`src/rtl/instruction_sequencer.sv`:
```
// Multi-cycle control sequencer for a 12-bit-address accumulator machine.
// Walks fetch/decode/execute and emits combinational datapath strobes.
module instruction_sequencer #(
    parameter int RETIRE_W = 16
) (
    input  logic                clock,
    input  logic                reset,
    input  logic                start,
    input  logic [3:0]          opcode,
    input  logic                acc_zero,
    input  logic                mem_ack,
    output logic                mem_req,
    output logic                mem_we,
    output logic                mar_write,
    output logic                mbr_write,
    output logic                ir_write,
    output logic                acc_write,
    output logic                pc_inc,
    output logic                pc_write,
    output logic                mar_sel,
    output logic                acc_sel,
    output logic [3:0]          alu_op,
    output logic                busy,
    output logic                halted,
    output logic                illegal,
    output logic [RETIRE_W-1:0] retired,
    output logic [3:0]          state
);

    typedef enum logic [3:0] {
        S_IDLE       = 4'd0,
        S_FETCH_ADDR = 4'd1,
        S_FETCH_MEM  = 4'd2,
        S_FETCH_IR   = 4'd3,
        S_DECODE     = 4'd4,
        S_EXEC_MEM   = 4'd5,
        S_EXEC_WB    = 4'd6,
        S_HALTED     = 4'd7
    } state_t;

    localparam logic [3:0] OP_HALT  = 4'h0;
    localparam logic [3:0] OP_LOAD  = 4'h1;
    localparam logic [3:0] OP_STORE = 4'h2;
    localparam logic [3:0] OP_ADD   = 4'h3;
    localparam logic [3:0] OP_SUB   = 4'h4;
    localparam logic [3:0] OP_AND   = 4'h5;
    localparam logic [3:0] OP_OR    = 4'h6;
    localparam logic [3:0] OP_XOR   = 4'h7;
    localparam logic [3:0] OP_JUMP  = 4'h8;
    localparam logic [3:0] OP_JZ    = 4'h9;
    localparam logic [3:0] OP_SHL   = 4'hA;
    localparam logic [3:0] OP_SHR   = 4'hB;

    state_t st;
    logic   retire;

    assign state  = st;
    assign busy   = (st != S_IDLE) && (st != S_HALTED);
    assign halted = (st == S_HALTED);

    // retire marks the final cycle of every legal instruction
    always_comb begin
        mem_req   = 1'b0;
        mem_we    = 1'b0;
        mar_write = 1'b0;
        mbr_write = 1'b0;
        ir_write  = 1'b0;
        acc_write = 1'b0;
        pc_inc    = 1'b0;
        pc_write  = 1'b0;
        mar_sel   = 1'b0;
        acc_sel   = 1'b0;
        alu_op    = 4'b0000;
        retire    = 1'b0;
        case (st)
            S_FETCH_ADDR: mar_write = 1'b1;
            S_FETCH_MEM: begin
                mem_req = 1'b1;
                if (mem_ack) begin
                    mbr_write = 1'b1;
                    pc_inc    = 1'b1;
                end
            end
            S_FETCH_IR: ir_write = 1'b1;
            S_DECODE: begin
                case (opcode)
                    OP_HALT: retire = 1'b1;
                    OP_JUMP: begin
                        pc_write = 1'b1;
                        retire   = 1'b1;
                    end
                    OP_JZ: begin
                        pc_write = acc_zero;
                        retire   = 1'b1;
                    end
                    OP_SHL, OP_SHR: begin
                        acc_write = 1'b1;
                        alu_op    = (opcode == OP_SHL) ? 4'b0100 : 4'b0101;
                        retire    = 1'b1;
                    end
                    OP_LOAD, OP_STORE, OP_ADD, OP_SUB, OP_AND, OP_OR, OP_XOR: begin
                        mar_write = 1'b1;
                        mar_sel   = 1'b1;
                    end
                    default: ;
                endcase
            end
            S_EXEC_MEM: begin
                mem_req = 1'b1;
                mem_we  = (opcode == OP_STORE);
                if (mem_ack) begin
                    if (opcode == OP_STORE) retire    = 1'b1;
                    else                    mbr_write = 1'b1;
                end
            end
            S_EXEC_WB: begin
                acc_write = 1'b1;
                retire    = 1'b1;
                case (opcode)
                    OP_LOAD: acc_sel = 1'b1;
                    OP_SUB:  alu_op  = 4'b0001;
                    OP_AND:  alu_op  = 4'b1000;
                    OP_OR:   alu_op  = 4'b1001;
                    OP_XOR:  alu_op  = 4'b1010;
                    default: alu_op  = 4'b0000;
                endcase
            end
            default: ;
        endcase
    end

    always_ff @(posedge clock) begin
        if (reset) begin
            st      <= S_IDLE;
            retired <= '0;
            illegal <= 1'b0;
        end else begin
            if (retire) retired <= retired + RETIRE_W'(1);
            case (st)
                S_IDLE:       if (start) st <= S_FETCH_ADDR;
                S_FETCH_ADDR: st <= S_FETCH_MEM;
                S_FETCH_MEM:  if (mem_ack) st <= S_FETCH_IR;
                S_FETCH_IR:   st <= S_DECODE;
                S_DECODE: begin
                    case (opcode)
                        OP_HALT: st <= S_HALTED;
                        OP_JUMP, OP_JZ, OP_SHL, OP_SHR: st <= S_FETCH_ADDR;
                        OP_LOAD, OP_STORE, OP_ADD, OP_SUB, OP_AND, OP_OR, OP_XOR:
                            st <= S_EXEC_MEM;
                        default: begin
                            illegal <= 1'b1;
                            st      <= S_HALTED;
                        end
                    endcase
                end
                S_EXEC_MEM:
                    if (mem_ack) st <= (opcode == OP_STORE) ? S_FETCH_ADDR : S_EXEC_WB;
                S_EXEC_WB:    st <= S_FETCH_ADDR;
                S_HALTED:     st <= S_HALTED;
                default:      st <= S_IDLE;
            endcase
        end
    end

endmodule

```
`config.mk`:
```
export PLATFORM = sky130hd
export DESIGN_NAME = instruction_sequencer
export DESIGN_NICKNAME = d
export VERILOG_FILES = /design/src/rtl/instruction_sequencer.sv
export SDC_FILE = /design/constraint.sdc
export NUM_CORES = 1
export LEC_CHECK = 0
export ABC_CLOCK_PERIOD_IN_PS = 1900
export CORE_MARGIN = 10
export CORE_UTILIZATION = 41
export DETAILED_ROUTE_END_ITERATION = 16
export HOLD_SLACK_MARGIN = 0.08
export PLACE_DENSITY = 0.75
export SYNTH_ARGS = -nofsm -noshare
export SYNTH_HDL_FRONTEND = slang
export SYNTH_SLANG_ARGS = --single-unit
```
`constraint.sdc`:
```
create_clock -name clock -period 1.9 [get_ports clock]
set_input_delay 0.38 -clock clock [delete_from_list [all_inputs] [get_ports clock]]
set_output_delay 0.38 -clock clock [all_outputs]
set_load 0.01 [all_outputs]
```
# == Yosys cells after proc, flatten, opt, wreduce, memory -nomap -nowiden ==
# Index checks and enable logic that the tools add are counted.
# totals
reg_bits,21
out_inout_bits,37
wordCells,70
# op_classes
addsub,1
eq_ne,22
muxes,31
n_bitwise,1
reduce_logical,12
# op_table
operator,n
== test 4 x 3 -> 1 bit (second input constant),8
case mux 4 bit (8 select lines),1
two-way mux 1 bit,17
adder 16 x 1 -> 16 bit (second input constant),1
== test 4 x 2 -> 1 bit (second input constant),4
== test 4 bit (second input constant),4
case mux 4 bit (4 select lines),1
two-way mux 4 bit,3
OR reduction 12 bit,1
== test 4 x 1 -> 1 bit (second input constant),2
zero test 4 bit,2
case mux 1 bit (2 select lines),4
case mux 4 bit (2 select lines),1
OR reduction 7 bit,1
two-way mux 3 bit,2
!= test 2 bit (second input constant),3
case mux 3 bit (2 select lines),1
OR reduction 5 bit,1
!= test 4 x 3 -> 1 bit (second input constant),1
nonzero test 4 bit,1
OR reduction 2 bit,2
OR reduction 4 bit,1
case mux 1 bit (3 select lines),1
AND reduction 3 bit,1
other kinds (3),3

# == Logic depth before layout (Yosys ltp) ==
# logic_depth
ltp_word,4
mapped_depth,6
mapped_depth_nobuf,4

# == Worst setup path before layout ==
# No wires, ideal clock.
# synth_path
path_type,input to register
from,in opcode[2]
to,reg retired[12]
setup_ns,0.123
arrival_time_ns,1.773
path_slack_ns,0.003
stages,5
n_path_buf,1
cell_sequence,buf_6 > nor4b_4 > nand3_4 > a2111oi_1 > mux2_1
# synth_between
elab_chain_cells,4
elab_cells_between_ends,11
cone_classes,eq/ne (5); mux (4); reduce/logical (2)
# synth_lines
element,line,source
start: declaration,9,"input logic [3:0] opcode,"
"== test 4 bit, or another cell as far along",86,case (opcode)
OR reduction 5 bit (no line) / two-way mux 1 bit (equally long branches),-,
"two-way mux 1 bit, on equally long branches","86, 111",
case mux 1 bit (3 select lines) (*),75,case (st)
end signal: assignment,138,if (retire) retired <= retired + RETIRE_W'(1);
end: declaration,26,"output logic [RETIRE_W-1:0] retired,"
# Mark *: on every way between the ends. The rest lies on a longest branch, timed or not.
# A chain may end at the register's enable or synchronous reset.

# == Worst setup path in the final report ==
# layout_path
from,in opcode[1]
to,out mbr_write
# layout_between
elab_chain_cells,4
# layout_lines
element,line,source
== test 4 x 2 -> 1 bit,112,if (opcode == OP_STORE) retire = 1'b1;
two-way mux 1 bit,112,
two-way mux 1 bit,111,if (mem_ack) begin
case mux 1 bit (2 select lines),75,
end: declaration,15,"output logic mbr_write,"
# Every way passes these cells.

==> metrics.yaml <==
finish:
  instances_no_fill: 303
  final_util: 0.681
  final_area_sq_mm: 0.00227
  area_growth_pct: 60.4
  fillers: 291
  mostFrequentLayoutCells: "buf_4, nor2_1, clkdlybuf4s50_1, dfxtp_1, nor2b_1"
  nets: 268
  num_antenna_cells: 0
  mostFrequentLayoutCell: "buf_4"
  drive_gt1_frac: 0.346
sta:
  setup_viol: 0
  hold_viol: 0
  period_minus_slack_ns: 1.86
  slew_viol_final: 0
  fin_ws_ns: 0.0427
  period_share: 0.978
  clock_skew_ns: 0.00516
  grt_setup_unrepaired: "true"
  max_freq_mhz: 538
worst_hold_path:
  worstHoldEndpoint: "illegal$_SDFFE_PP0P_"
  whs_path_depth: 2
  min_from: "illegal$_SDFFE_PP0P_"
  min_path_type: "reg -> reg"
drt:
  drc: 0
  via_count: 1557
  first_iter_violations: 146
  antenna_left: 0
  wirelength_mm: 4.08
  dr.pass1.iters: 4
  drt-wirelength-per-cell_um: 13.5
  vias_per_cell: 5.14
logic_synthesis:
  yosys_warnings: 0
  synth_edf_count: 0
  synth-async-reset-ratio: 0
  netlist_area_sq_mm: 0.00142
  syn_nets: 187
  netlist_instances: 177
  seq_area_frac_synth: 0.283
  synth_top_flop_cell: "dfxtp_1"
  synth.avg_cell_area_sq_um: 8.00
  synth_cell_types: 45
  synth.ff_latch_count: 20
place:
  pre_cts_ws_ns: -0.663
  io_buffers: 44
  dpl.cell_count: 296
  place_hpwl_mm: 3.07
  place_area_sq_mm: 0.00218
  place.gp.congestion: 0.837
critical_path:
  crit_arrival_ns: 1.48
  reg2reg_slack_ns: 0.06
  slowest_delay_ns: 0.26
  critPathMaxFanout: 5
  cp_common_cell: "clkdlybuf4s15_2"
  timing.rr.end: "retired[10]$_SDFFE_PP0P_"
  crit_type: "in -> out"
  worstPathBufferInverterCount: 2
  end_kind: "output pin"
  r2r_cells: 6
  crit_required_ns: 1.52
  r2r_start: "state[1]$_SDFFE_PP0P_"
  worstPathCellList: "clkdlybuf4s15_2, nor4b_4, and2b_1, o21a_1, clkdlybuf4s15_2"
  crit_path_top_delay_cell: "nor4b_4"
  critPathTopFamily: "simple AND/OR/NAND/NOR gates"
  crit_path_start_kind: "primary input"
clock_tree:
  clk_latency_ns: 0.30
  clockBufferDepth: 2
  cts_htree_levels: 1
  cts_buffers: 3
  cts.clk_slew.worst_paths_ns: 0.10
  cts_tree: "yes"
  cts.sinks: 20
  root_buffer: "clkbuf_4"
pwr:
  seq_power_share: 0.317
  p_int_mw: 1.03
  ir_drop_uv: 482
  p_sw_mw: 0.578
  swShare: 0.359
  clock_power_share: 0.152
  leakage_nw: 0.941
  combPwrFrac: 0.531
  p_per_area_mw_per_mm2: 708
grt:
  first_global_vias: 1447
  gr-total-overflow: 0
  grt_pass1_wl_mm: 6.82
  grt_max_degree: 35
  antenna_found_initial: 0
  grt_use_total: 0.126
die:
  fp.dieArea_sq_mm: 0.00621
  start_util: 0.424
  num_rows: 21
  coreArea_sq_mm: 0.00334
  die_w_um: 78.8
  io_pins: 46
  die_h_um: 78.8
run:
  cap_viol_max_count: 0
run_status:
  status: "finished clean"
registers in the layout (all words and copies together), names as in the netlist:
| signal | count |
|---|---|
| state | 3 |
| retired | 16 |
| illegal | 1 |
tightest hold or removal path, stage by stage, from the launching register on:
cell     delay [ns]
dfxtp_1        0.35
a31oi_1        0.04
nor2_1         0.07
power groups by stage:
stage,combinational (mW),clock [mW],sequential [mW]
2_1_floorplan,0.362,0,0.496
3_3_place_gp,0.820,0,0.506
3_5_place_dp,0.833,0,0.505
4_1_cts,0.808,0.252,0.502
5_1_grt,0.929,0.276,0.517
6_report,0.855,0.244,0.510
per-layer routing:
| layer | up-vias | GRT usage | wire length [um] | part of all wire |
|---|---|---|---|---|
| met5 | - | 0 | 0 | 0 |
| met1 | 729 | 0.158 | 1900 | 0.47 |
| li1 | 795 | - | - | - |
| met3 | 2 | 0.0372 | 209 | 0.051 |
| met2 | 31 | 0.210 | 1950 | 0.48 |
| met4 | 0 | 0.0269 | 27 | 0.0066 |
cells in the mapped netlist, drive strengths merged, types with 2 or more instances:
library cell | n | area (sq um)
and2 | 2 | 12.5
o21ai | 3 | 15.0
clkbuf | 7 | 26.3
nor2b | 16 | 100
nand4 | 6 | 37.5
mux2 | 14 | 158
nor3 | 4 | 20.0
and3 | 2 | 12.5
nor2 | 27 | 101
nor4 | 3 | 18.8
nand3 | 8 | 52.6
buf | 7 | 42.5
nand4b | 2 | 17.5
nand2b | 4 | 25.0
dfxtp | 20 | 400
inv | 2 | 7.51
or3 | 2 | 12.5
a2111oi | 6 | 63.8
a211oi | 3 | 22.5
a21oi | 13 | 65.1
nand2 | 9 | 33.8
cell type report:
type                            instances  area [sq um]  area share
Multi-Input combinational cell        141          1010       0.444
Timing Repair Buffer                   90           751       0.330
Sequential cell                        20           412       0.181
Tap cell                               46          57.6      0.0253
Clock buffer                            4          36.3      0.0160
Inverter                                2          7.51     0.00330
worst max path at each step:
stage / to / slack [ns] / start / cells past startpoint
after floorplan: retired[12]$_SDFFE_PP0P_ / 0.003 / opcode[2] / 5
after global placement: pc_write / -0.60 / opcode[3] / 5
after detailed placement: retired[14]$_SDFFE_PP0P_ / -0.66 / opcode[3] / 6
after CTS: pc_write / 0.004 / state[1]$_SDFFE_PP0P_ / 4
after global routing: retired[14]$_SDFFE_PP0P_ / -0.05 / state[1]$_SDFFE_PP0P_ / 6
final: mbr_write / 0.04 / opcode[1] / 5
metrics by stage:
step	TNS [ns]	total power, mW	hold WS [ns]
after detailed placement	-14.60	1.34	0.470
final	0	1.61	0.486
after global routing	-0.238	1.72	0.519
after floorplan	0	0.859	0.505
after CTS	0	1.56	0.499
after global placement	-13.31	1.33	0.471
timing repair:
action	CTS	global route
hold buffers	0	0
buffers inserted	1	2
resized for setup	52	23
pin swaps	1	2
endpoints found under the setup margin	31	17
kinds of logic after synthesis:
family,Yosys count,synth area share
xor gates and xnor gates,1,0.00618
DFF,20,0.283
muxes,14,0.111
and+or+nand+nor,91,0.358
other,1,0.00265
buffers and inverters,16,0.0539
adders and majority gates,1,0.00883
AOI/OAI and AO/OA,33,0.177
Power figures use the tool's default switching activity.
